<file path="src/rtl/alu_issue_ctrl.sv">
// Issue/writeback stage feeding the 4-bit combinational ALU, with a 4x4 register file.
// Optional macro ALU_FWD_EN: forward the issue-stage result instead of stalling on a dependency.
module alu_issue_ctrl (
    input  logic       clk,
    input  logic       reset,
    input  logic       instr_valid,
    output logic       instr_ready,
    input  logic [8:0] instr,
    output logic [3:0] alu_a,
    output logic [3:0] alu_b,
    output logic       alu_s2,
    output logic       alu_s1,
    output logic       alu_s0,
    input  logic [3:0] alu_out,
    output logic       wb_valid,
    output logic [1:0] wb_rd,
    output logic [3:0] wb_data,
    output logic       z_flag,
    output logic       err
);
    localparam int NREG = 4;
    localparam int DW   = 4;

    localparam logic [2:0] OP_LDI = 3'b110;
    localparam logic [2:0] OP_ILL = 3'b111;

    logic [2:0]                dec_op_s;
    logic [1:0]                dec_rd_s;
    logic [1:0]                dec_ra_s;
    logic [1:0]                dec_rb_s;
    logic [DW-1:0]             opa_s;
    logic [DW-1:0]             opb_s;
    logic                      iss_wr_s;
    logic [DW-1:0]             iss_res_s;
    logic                      hit_a_s;
    logic                      hit_b_s;
    logic                      stall_s;
    logic                      accept_s;

    logic [NREG-1:0][DW-1:0]   rf_q, rf_d;
    logic                      iss_valid_q, iss_valid_d;
    logic [2:0]                iss_op_q, iss_op_d;
    logic [1:0]                iss_rd_q, iss_rd_d;
    logic [DW-1:0]             iss_imm_q, iss_imm_d;
    logic [DW-1:0]             alu_a_q, alu_a_d;
    logic [DW-1:0]             alu_b_q, alu_b_d;
    logic [2:0]                alu_sel_q, alu_sel_d;
    logic                      wb_valid_q, wb_valid_d;
    logic [1:0]                wb_rd_q, wb_rd_d;
    logic [DW-1:0]             wb_data_q, wb_data_d;
    logic                      z_q, z_d;
    logic                      err_q, err_d;

    assign dec_op_s = instr[8:6];
    assign dec_rd_s = instr[5:4];
    assign dec_ra_s = instr[3:2];
    assign dec_rb_s = instr[1:0];

    // Only LDI and ALU ops in the issue slot produce a write at the next edge.
    assign iss_wr_s  = iss_valid_q && (iss_op_q != OP_ILL);
    assign iss_res_s = (iss_op_q == OP_LDI) ? iss_imm_q : alu_out;
    assign hit_a_s   = iss_wr_s && (iss_rd_q == dec_ra_s);
    assign hit_b_s   = iss_wr_s && (iss_rd_q == dec_rb_s);

`ifdef ALU_FWD_EN
    assign stall_s = 1'b0;
    assign opa_s   = hit_a_s ? iss_res_s : rf_q[dec_ra_s];
    assign opb_s   = hit_b_s ? iss_res_s : rf_q[dec_rb_s];
`else
    // LDI and illegal ops carry no register operands, so they never wait.
    assign stall_s = (dec_op_s[2:1] != 2'b11) && (hit_a_s || hit_b_s);
    assign opa_s   = rf_q[dec_ra_s];
    assign opb_s   = rf_q[dec_rb_s];
`endif

    assign instr_ready = !reset && !stall_s;
    assign accept_s    = instr_valid && instr_ready;

    // Next-state logic for the issue, register-file and writeback stages.
    always_comb begin
        iss_valid_d = 1'b0;
        iss_op_d    = iss_op_q;
        iss_rd_d    = iss_rd_q;
        iss_imm_d   = iss_imm_q;
        alu_a_d     = alu_a_q;
        alu_b_d     = alu_b_q;
        alu_sel_d   = alu_sel_q;
        rf_d        = rf_q;
        wb_valid_d  = 1'b0;
        wb_rd_d     = wb_rd_q;
        wb_data_d   = wb_data_q;
        z_d         = z_q;
        err_d       = err_q;

        if (accept_s) begin
            iss_valid_d = 1'b1;
            iss_op_d    = dec_op_s;
            iss_rd_d    = dec_rd_s;
            iss_imm_d   = {dec_ra_s, dec_rb_s};
            if (dec_op_s[2:1] != 2'b11) begin
                alu_a_d   = opa_s;
                alu_b_d   = opb_s;
                alu_sel_d = dec_op_s;
            end else begin
                alu_sel_d = alu_sel_q;
            end
            if (dec_op_s == OP_ILL) begin
                err_d = 1'b1;
            end else begin
                err_d = err_q;
            end
        end else begin
            iss_valid_d = 1'b0;
        end

        if (iss_wr_s) begin
            rf_d[iss_rd_q] = iss_res_s;
            wb_valid_d     = 1'b1;
            wb_rd_d        = iss_rd_q;
            wb_data_d      = iss_res_s;
            if (iss_op_q != OP_LDI) begin
                z_d = (alu_out == 4'd0);
            end else begin
                z_d = z_q;
            end
        end else begin
            wb_valid_d = 1'b0;
        end
    end

    // State registers; reset discards any in-flight instruction.
    always_ff @(posedge clk or posedge reset) begin
        if (reset) begin
            rf_q        <= '0;
            iss_valid_q <= 1'b0;
            iss_op_q    <= 3'd0;
            iss_rd_q    <= 2'd0;
            iss_imm_q   <= 4'd0;
            alu_a_q     <= 4'd0;
            alu_b_q     <= 4'd0;
            alu_sel_q   <= 3'd0;
            wb_valid_q  <= 1'b0;
            wb_rd_q     <= 2'd0;
            wb_data_q   <= 4'd0;
            z_q         <= 1'b0;
            err_q       <= 1'b0;
        end else begin
            rf_q        <= rf_d;
            iss_valid_q <= iss_valid_d;
            iss_op_q    <= iss_op_d;
            iss_rd_q    <= iss_rd_d;
            iss_imm_q   <= iss_imm_d;
            alu_a_q     <= alu_a_d;
            alu_b_q     <= alu_b_d;
            alu_sel_q   <= alu_sel_d;
            wb_valid_q  <= wb_valid_d;
            wb_rd_q     <= wb_rd_d;
            wb_data_q   <= wb_data_d;
            z_q         <= z_d;
            err_q       <= err_d;
        end
    end

    assign alu_a    = alu_a_q;
    assign alu_b    = alu_b_q;
    assign alu_s2   = alu_sel_q[2];
    assign alu_s1   = alu_sel_q[1];
    assign alu_s0   = alu_sel_q[0];
    assign wb_valid = wb_valid_q;
    assign wb_rd    = wb_rd_q;
    assign wb_data  = wb_data_q;
    assign z_flag   = z_q;
    assign err      = err_q;

endmodule
</file>
<file path="config.mk">
export PLATFORM = sky130hd
export DESIGN_NAME = alu_issue_ctrl
export DESIGN_NICKNAME = d
export VERILOG_FILES = /design/src/rtl/alu_issue_ctrl.sv
export SDC_FILE = /design/constraint.sdc
export NUM_CORES = 1
export LEC_CHECK = 0
export CORE_UTILIZATION = 47
export DETAILED_ROUTE_END_ITERATION = 16
export PLACE_DENSITY = 0.78
export SKIP_LAST_GASP = 1
export SLEW_MARGIN = 20
export SYNTH_ARGS = -nofsm -noshare
export SYNTH_HDL_FRONTEND = slang
export SYNTH_SLANG_ARGS = --single-unit
</file>
<file path="constraint.sdc">
create_clock -name clk -period 1.98 [get_ports clk]
set_clock_uncertainty 0.2 [all_clocks]
set_input_delay 0.297 -clock clk [delete_from_list [all_inputs] [get_ports clk]]
set_output_delay 0.297 -clock clk [all_outputs]
set_load 0.02 [all_outputs]
</file>
# [Word level (Yosys, flattened, before mapping)]
# Index checks and enable logic that the tools add are counted.
[word_totals] in_bits=16 out_inout_bits=21 register_bits=46
[op_classes] n_lt_le_gt_ge=4 reduce_logical=14 eq_ne=7 n_mux=10
[ops] operator="4-bit binary-select mux with 2-bit select" count=2
[ops] operator="16-bit bitwise mux" count=1
[ops] operator="4-bit 2-to-1 mux" count=4
[ops] operator="2-bit by 3-bit less-than comparator with 1-bit output, second input constant" count=3
[ops] operator="4-bit demux with 2-bit select" count=1
[ops] operator="1-bit logical AND" count=7
[ops] operator="3-bit == test, second input constant" count=2
[ops] operator="3-bit inequality test, second input constant" count=2
[ops] operator="2-bit AND reduction" count=3
[ops] operator="2-bit == test" count=2
[ops] operator="4-bit zero test" count=1
[ops] operator="2-bit by 1-bit greater-or-equal comparator with 1-bit output, second input constant" count=1
[ops] operator="1-bit zero test" count=2
[ops] operator="1-bit 2-to-1 mux" count=2
[ops] operator="2-bit inequality test, second input constant" count=1
[ops] operator="1-bit logical OR" count=1

# [Longest topological paths before layout]
# Gate-level depths: netlist (run 1).
[depth] word_depth=9 mapped_depth=5 depth_no_buf=5

# [Worst setup path after synthesis (run 1)]
# No wires, ideal clock.
[synth_path] path_kind="reg2reg" startpoint="register iss_rd_q[1]" endpoint="register alu_a_q[0], in the netlist alu_a[0]" t_required_ns=1.655 setup_time_ns=0.125 n_path_buf=1 slack_ns=0.052 path_stages_with_launch=6 arrival_time_ns=1.604 period_less_slack_ns=1.928 cell_sequence="dfrtp_1 -> buf_4 -> xor2_1 -> o22a_4 -> o211ai_4 -> mux2_2"
[synth_via] elab_chain_cells=8
[synth_rtl] item="from (decl)" line="43" rtl="logic [1:0] iss_rd_q, iss_rd_d;"
[synth_rtl] item="from (signal assigned)" line="151" rtl="iss_rd_q <= iss_rd_d;"
[synth_rtl] item="2-bit == test, on equally long branches" line="62, 63"
[synth_rtl] item="1-bit logical AND, on equally long branches" line="62, 63"
[synth_rtl] item="1-bit logical OR (*)" line="71" rtl="assign stall_s = (dec_op_s[2:1] != 2'b11) && (hit_a_s || hit_b_s);"
[synth_rtl] item="1-bit logical AND (*)" line="71"
[synth_rtl] item="1-bit zero test (*)" line="76" rtl="assign instr_ready = !reset && !stall_s;"
[synth_rtl] item="1-bit logical AND (*)" line="76"
[synth_rtl] item="1-bit logical AND (*)" line="77" rtl="assign accept_s = instr_valid && instr_ready;"
[synth_rtl] item="2-bit AND reduction (no source line) (*)"
[synth_rtl] item="to (signal assigned)" line="153" rtl="alu_a_q <= alu_a_d;"
[synth_rtl] item="to (decl)" line="45" rtl="logic [DW-1:0] alu_a_q, alu_a_d;"
# Mark *: on every way between the ends. The rest lies on a longest branch, timed or not.
# A chain may end at the register's enable or synchronous reset.

# [Worst setup path in the final report (run 1)]
[layout_path] startpoint="input port instr[0]" endpoint="output port instr_ready"
[layout_via] elab_chain_cells=6
[layout_rtl] item="from (decl)" line="8" rtl="input logic [8:0] instr,"
[layout_rtl] item="2-bit == test" line="63" rtl="assign hit_b_s = iss_wr_s && (iss_rd_q == dec_rb_s);"
[layout_rtl] item="1-bit logical AND" line="63"
[layout_rtl] item="1-bit logical OR" line="71"
[layout_rtl] item="1-bit logical AND" line="71"
[layout_rtl] item="1-bit zero test" line="76"
[layout_rtl] item="1-bit logical AND" line="76"
[layout_rtl] item="to (decl)" line="7" rtl="output logic instr_ready,"
# No other way between the ends.

==> flow_summary.json, run 1 <==
{
  "first_global_vias": 1530,
  "postRouteWirelength_mm": 4.59,
  "design_area_um2": 2860,
  "start_util": 0.490,
  "timing.final.crit_period_ns": 2.04,
  "async_reset_ff_frac": 1.00,
  "synth_top_area_share": 0.540,
  "gp_congestion": 0.803,
  "setup_slack_ns": -0.0591,
  "clock_latency_ns": 0.30,
  "antenna_cells": 0,
  "fmax_mhz": 490,
  "cts_buffers": 5,
  "reg2reg_slack_ns": -0.02,
  "reg2reg_from": "iss_rd_q[1]",
  "synth_largest_area_cell": "dfrtp_1",
  "cts_tree": "yes",
  "cap_violations": 0,
  "hold_viol": 0,
  "grt_overflow": 0,
  "layout.nets": 236,
  "wl_per_cell_um": 16.9,
  "cts_root_buffer": "clkbuf_8",
  "status": "complete, but fails checks",
  "fin_hold_ws_ns": 0.214,
  "syn2layout_area_growth_pct": 34.2,
  "crit_path_start": "instr[0]",
  "required_ns": 1.48,
  "antenna_found_initial": 0,
  "power_density_nw_per_um2": 1250,
  "drive_gt1_frac": 0.268,
  "cp-end-kind": "output pin",
  "rows": 24,
  "violations": "negative setup slack",
  "yosys-top-cells-count": "dfrtp_1, nand2_1, mux2_2",
  "drc": 0,
  "synth_top_flop_cell": "dfrtp_1",
  "netlist_area_um2": 2130,
  "p_leak_nw": 1.31,
  "viasPerCell": 5.50,
  "setup_viol": 6,
  "first_iter_violations": 54,
  "synth-seq-cells": 46,
  "slew_headroom": 0.695,
  "syn_avg_cell_area_um2": 12.9,
  "cts.path.max_buffers": 2,
  "hold_buffers": 0,
  "io_pins": 37,
  "power_switching_share": 0.307,
  "syn_inst": 166,
  "fin_crit_sh": 1.03,
  "grt_max_degree": 47,
  "slew_viol_final": 0,
  "cts_sinks": 46,
  "synth_edf_count": 0,
  "final_antenna_net_count": 0,
  "hpwl_mm": 3.10,
  "utilization": 0.657,
  "fillers": 296,
  "die_w_um": 69.4,
  "combPwrFrac": 0.381,
  "rsz0062_at_grt": "true",
  "path_max_fanout": 2,
  "first_pass_iters": 4,
  "p_clk_frac": 0.194,
  "net-switching-power_mw": 1.10,
  "vdd_ir_drop_max_uv": 641,
  "multi_input_area_um2": 990,
  "seq_area_um2": 1150,
  "grt_usage": 0.203,
  "crit_arrival_ns": 1.54,
  "port_buffers": 36,
  "synth_area_leaders": "dfrtp_1, mux2_2, mux4_1",
  "core_um2": 4350,
  "max_slew.worst_pin.slew_ns": 0.444,
  "p_int_mw": 2.47,
  "seq_area_frac_synth": 0.540,
  "fp.dieH_um": 69.4,
  "place_area_um2": 2640,
  "worstSetupPathType": "input pin to output pin",
  "fp.dieArea_um2": 4810,
  "critPathLaunchType": "input pin",
  "clk_pin_slew_ns": 0.08,
  "seq_power_share": 0.425,
  "synth_cell_type_count": 32,
  "syn_nets": 182,
  "hold_path_class": "input pin to asynchronous set/reset pin",
  "yosysWarningCount": 0,
  "htree_levels": 2,
  "yosys.cell_count.top_type": "dfrtp_1",
  "grt_pass1_wl_mm": 7.28,
  "via_count": 1495
}
## worst max-delay path, stage by stage
cell and delay [ns]:
clkdlybuf4s50_1 0.47, xor2_2 0.21, o22a_4 0.21, nor2_2 0.14, nor2_1 0.06, buf_2 0.16
## final timing paths
| path | end | cells past startpoint |
|---|---|---|
| max | instr_ready | 6 |
| min | wb_valid | 3 |
| max reg2reg | alu_sel_q[0] | 6 |
| min reg2reg | err | 1 |
| max in group asynchronous | iss_rd_q[1] | 3 |
| min in group clk | err | 1 |
## power groups by stage
stage,sequential [mW],clock [mW],combinational [mW]
6_report,1.52,0.695,1.36
4_1_cts,1.51,0.715,1.31
3_5_place_dp,1.52,0,1.25
3_3_place_gp,1.50,0,1.22
5_1_grt,1.56,0.755,1.46
2_1_floorplan,1.64,0,0.609
## per-layer routing
layer | vias to the layer above | track usage | wire (um)
li1 | 710 | - | -
met1 | 736 | 0.245 | 1970
met2 | 36 | 0.335 | 2320
met3 | 13 | 0.0451 | 149
met4 | 0 | 0.116 | 151
met5 | - | 0 | 0
## area by class of cell
cell class | instances | share of cell area
Timing Repair Buffer | 55 | 0.185
Sequential cell | 46 | 0.403
Tap cell | 52 | 0.0227
Clock inverter | 1 | 0.0105
Inverter | 3 | 0.00393
Multi-Input combinational cell | 109 | 0.346
Clock buffer | 6 | 0.0288
## per-stage QoR
stage | worst slack [ns] | instances | power [mW] | setup TNS (ns)
2_1_floorplan | 0.0516 | 166 | 2.25 | 0
3_3_place_gp | -0.479 | 262 | 2.72 | -6.32
3_5_place_dp | -0.510 | 262 | 2.78 | -6.93
4_1_cts | -0.0523 | 273 | 3.53 | -0.406
5_1_grt | -0.124 | 272 | 3.77 | -0.711
6_report | -0.0591 | 272 | 3.57 | -0.195
## logic make-up after synthesis
logic type,after synthesis,synth area share
DFF,46,0.540
and+or+nand+nor,43,0.0980
AOI/OAI and AO/OA,32,0.100
muxes,30,0.211
buffers and inverters,11,0.0346
xor gates and xnor gates,4,0.0164
## sequential cells by signal, indices dropped and copies added, names as in the netlist
register,flops
alu_a,4
alu_b,4
alu_sel_q,3
err,1
iss_imm_q,4
iss_op_q,3
iss_rd_q,2
iss_valid_q,1
rf_q,16
wb_data,4
wb_rd,2
wb_valid,1
z_flag,1
## cells in the final DEF (no fill, tap or decap), types with 3 or more instances in the layout
cell | synthesis | final
dfrtp_1 | 46 | 44
clkdlybuf4s50_1 | 0 | 32
nand2_1 | 21 | 21
o21ai_0 | 17 | 17
mux2_4 | 0 | 15
buf_4 | 1 | 14
a21oi_1 | 8 | 8
nor2_1 | 7 | 6
mux4_1 | 6 | 6
clkbuf_8 | 2 | 6
mux2i_1 | 4 | 4
xor2_2 | 0 | 3
mux2_2 | 18 | 3
dlygate4sd2_1 | 0 | 3
buf_6 | 1 | 3
## what timing repair did
action / in CTS / in global routing
buffers inserted: 3 / 1
pin swaps: 3 / 2
hold endpoints to repair: 0 / 0
endpoints found under the setup margin: 17 / 17
cloned: 1 / 0
resized for setup: 17 / 15
No activity file was read; power rests on OpenSTA's default activity.
==> inputs of run 2 (changes only) <==
- CELL_PAD_IN_SITES_DETAIL_PLACEMENT: not set -> 2
- CELL_PAD_IN_SITES_GLOBAL_PLACEMENT: not set -> 2
- CORE_UTILIZATION: 47 -> 32
==> run 2 against run 1 <==
Compared with the run above: the run still ends with negative setup slack left; register-to-register slack worse by 0.08 ns; worst hold slack better by 0.0063 ns; combinational power is 4% higher; cell count is 11% higher; count of clock-buffer cells in the layout is 1 lower; flip-flop and latch count stayed put; design area is 1.1% higher; sequential share of layout area is 0.44 points lower; highest routed layer unchanged; largest cell class unchanged.
==> flow_summary.json, run 2 (same netlist as run 1, synthesis figures left out) <==
{
  "rows": 29,
  "slowest_stage": "clkdlybuf4s50_1",
  "power_mw": 3.67,
  "fin_crit_sh": 1.06,
  "grt_overflow": 0,
  "io_pins": 37,
  "grt_max_degree": 47,
  "timing.final.crit_period_ns": 2.10,
  "core_um2": 6390,
  "max_slew.worst_pin.slew_ns": 0.426,
  "layout_common_cells": "dfrtp_1, clkdlybuf4s50_1, nand2_1",
  "slew_headroom": 0.708,
  "pre_cts_ws_ns": -0.511,
  "p_leak_nw": 1.28,
  "status": "complete, but fails checks",
  "hold_path_class": "input pin to asynchronous set/reset pin",
  "top_register": "rf_q",
  "path_buf_inv": 3,
  "critPathLaunchType": "input pin",
  "syn2layout_area_growth_pct": 35.7,
  "worstPathCellList": "clkdlybuf4s50_1, xor2_2, o22a_4, buf_6, o211ai_4, buf_12, mux2_2",
  "first_pass_iters": 4,
  "hold_buffers": 0,
  "largest_register_ffs": 16,
  "hold_viol": 0,
  "antenna_cells": 0,
  "utilization": 0.453,
  "final_antenna_net_count": 0,
  "clock_latency_ns": 0.31,
  "via_count": 1574,
  "setup_slack_ns": -0.117,
  "hpwl_mm": 4.39,
  "maxUsedRoutingLayer": "met4",
  "htree_levels": 2,
  "power_density_nw_per_um2": 1270,
  "crit_arrival_ns": 2.09,
  "fin_cells": 302,
  "final_common_cell": "dfrtp_1",
  "cts_tree": "yes",
  "dpl.cell_count": 291,
  "grt_usage": 0.193,
  "fp.dieH_um": 83.7,
  "cpPeakStageDelay_ns": 0.49,
  "cap_violations": 0,
  "layout.nets": 240,
  "fin_hold_ws_ns": 0.220,
  "postRouteWirelength_mm": 6.17,
  "grt_pass1_wl_mm": 10.2,
  "slew_viol_final": 0,
  "crit_family": "buffers and inverters",
  "port_buffers": 36,
  "gp_congestion": 0.704,
  "cts.path.max_buffers": 2,
  "wl_per_cell_um": 20.4,
  "violations": "negative setup slack",
  "drive_gt1_frac": 0.276,
  "die_w_um": 83.7,
  "antenna_found_initial": 0,
  "worstSetupPathType": "input pin to flip-flop",
  "cp-end-kind": "flip-flop",
  "drc": 0,
  "fmax_mhz": 477,
  "setup_viol": 17,
  "start_util": 0.334,
  "cts_buffers": 5,
  "vdd_ir_drop_max_uv": 530,
  "viasPerCell": 5.21,
  "first_iter_violations": 56,
  "clk_pin_slew_ns": 0.09,
  "m1WireLength_mm": 2.62,
  "fp.dieArea_um2": 7000,
  "required_ns": 1.97,
  "path_max_fanout": 9,
  "rsz0062_at_grt": "true",
  "dr_wl_met3_um": 132,
  "cts_root_buffer": "clkbuf_8",
  "routed-wl-met2_mm": 3.31,
  "cts_sinks": 46,
  "first_global_vias": 1809
}
-- run 2: cell types whose count changed in the layout (fill, tap and decap cells not counted), sizes merged --
cell | before | now
clkbuf | 6 | 5
dlygate4sd2 | 3 | 0
clkdlybuf4s50 | 32 | 35
buf | 20 | 24
clkinvlp | 0 | 2
-- run 2: metal layers --
layer	track usage	vias up
met3	0.0267	9
met5	0	-
met4	0.0693	0
li1	-	711
met1	0.238	827
met2	0.342	27
-- run 2: power breakdown --
group          leakage [nW]  internal (mW)  switching, mW
Clock                0.0504          0.376          0.341
Combinational         0.679          0.757          0.650
Sequential            0.548           1.29          0.254
Total                  1.28           2.42           1.25
-- run 2: final timing paths --
path	start	end	slack, ns	cells past startpoint
hold reg to reg	wb_data[3]	wb_data[3]	0.31	2
setup / recovery	instr[2]	alu_b[3]	-0.12	7
hold / removal	reset	wb_valid	0.22	3
max in group asynchronous	reset	rf_q[6]	1.12	3
min in group clk	wb_data[3]	wb_data[3]	0.31	2
setup reg to reg	iss_rd_q[1]	alu_b[3]	-0.10	6
-- run 2: worst reg2reg max path, delay by kind of cell, from the launching register on --
kind                   cells  cell delay (ns)
flip-flops                 1             0.46
buffers and inverters      2             0.29
AO/OA/AOI/OAI              2             0.47
multiplexers               1             0.34
XOR/XNOR                   1             0.20
-- run 2: layout make-up --
| cell class | count | area (um2) |
|---|---|---|
| Clock buffer | 5 | 68.8 |
| Clock inverter | 3 | 45.0 |
| Fill cell | 654 | 3490 |
| Inverter | 3 | 11.3 |
| Multi-Input combinational cell | 109 | 950 |
| Sequential cell | 46 | 1150 |
| Tap cell | 77 | 96.3 |
| Timing Repair Buffer | 59 | 569 |
-- run 2: timing repair --
item | in CTS | in global routing
buffers inserted | 3 | 0
gates resized for setup | 15 | 1
pin swaps | 1 | 0
setup endpoints to repair | 17 | 17
endpoints found under the hold margin | 0 | 0
gates cloned | 0 | 0
-- run 2: stage by stage --
| stage | cell area [um2] | setup TNS (ns) |
|---|---|---|
| 2_1_floorplan | 2130 | 0 |
| 3_3_place_gp | 2700 | -6.31 |
| 3_5_place_dp | 2700 | -7.58 |
| 4_1_cts | 2890 | -0.957 |
| 5_1_grt | 2890 | -1.74 |
| 6_report | 2890 | -1.13 |
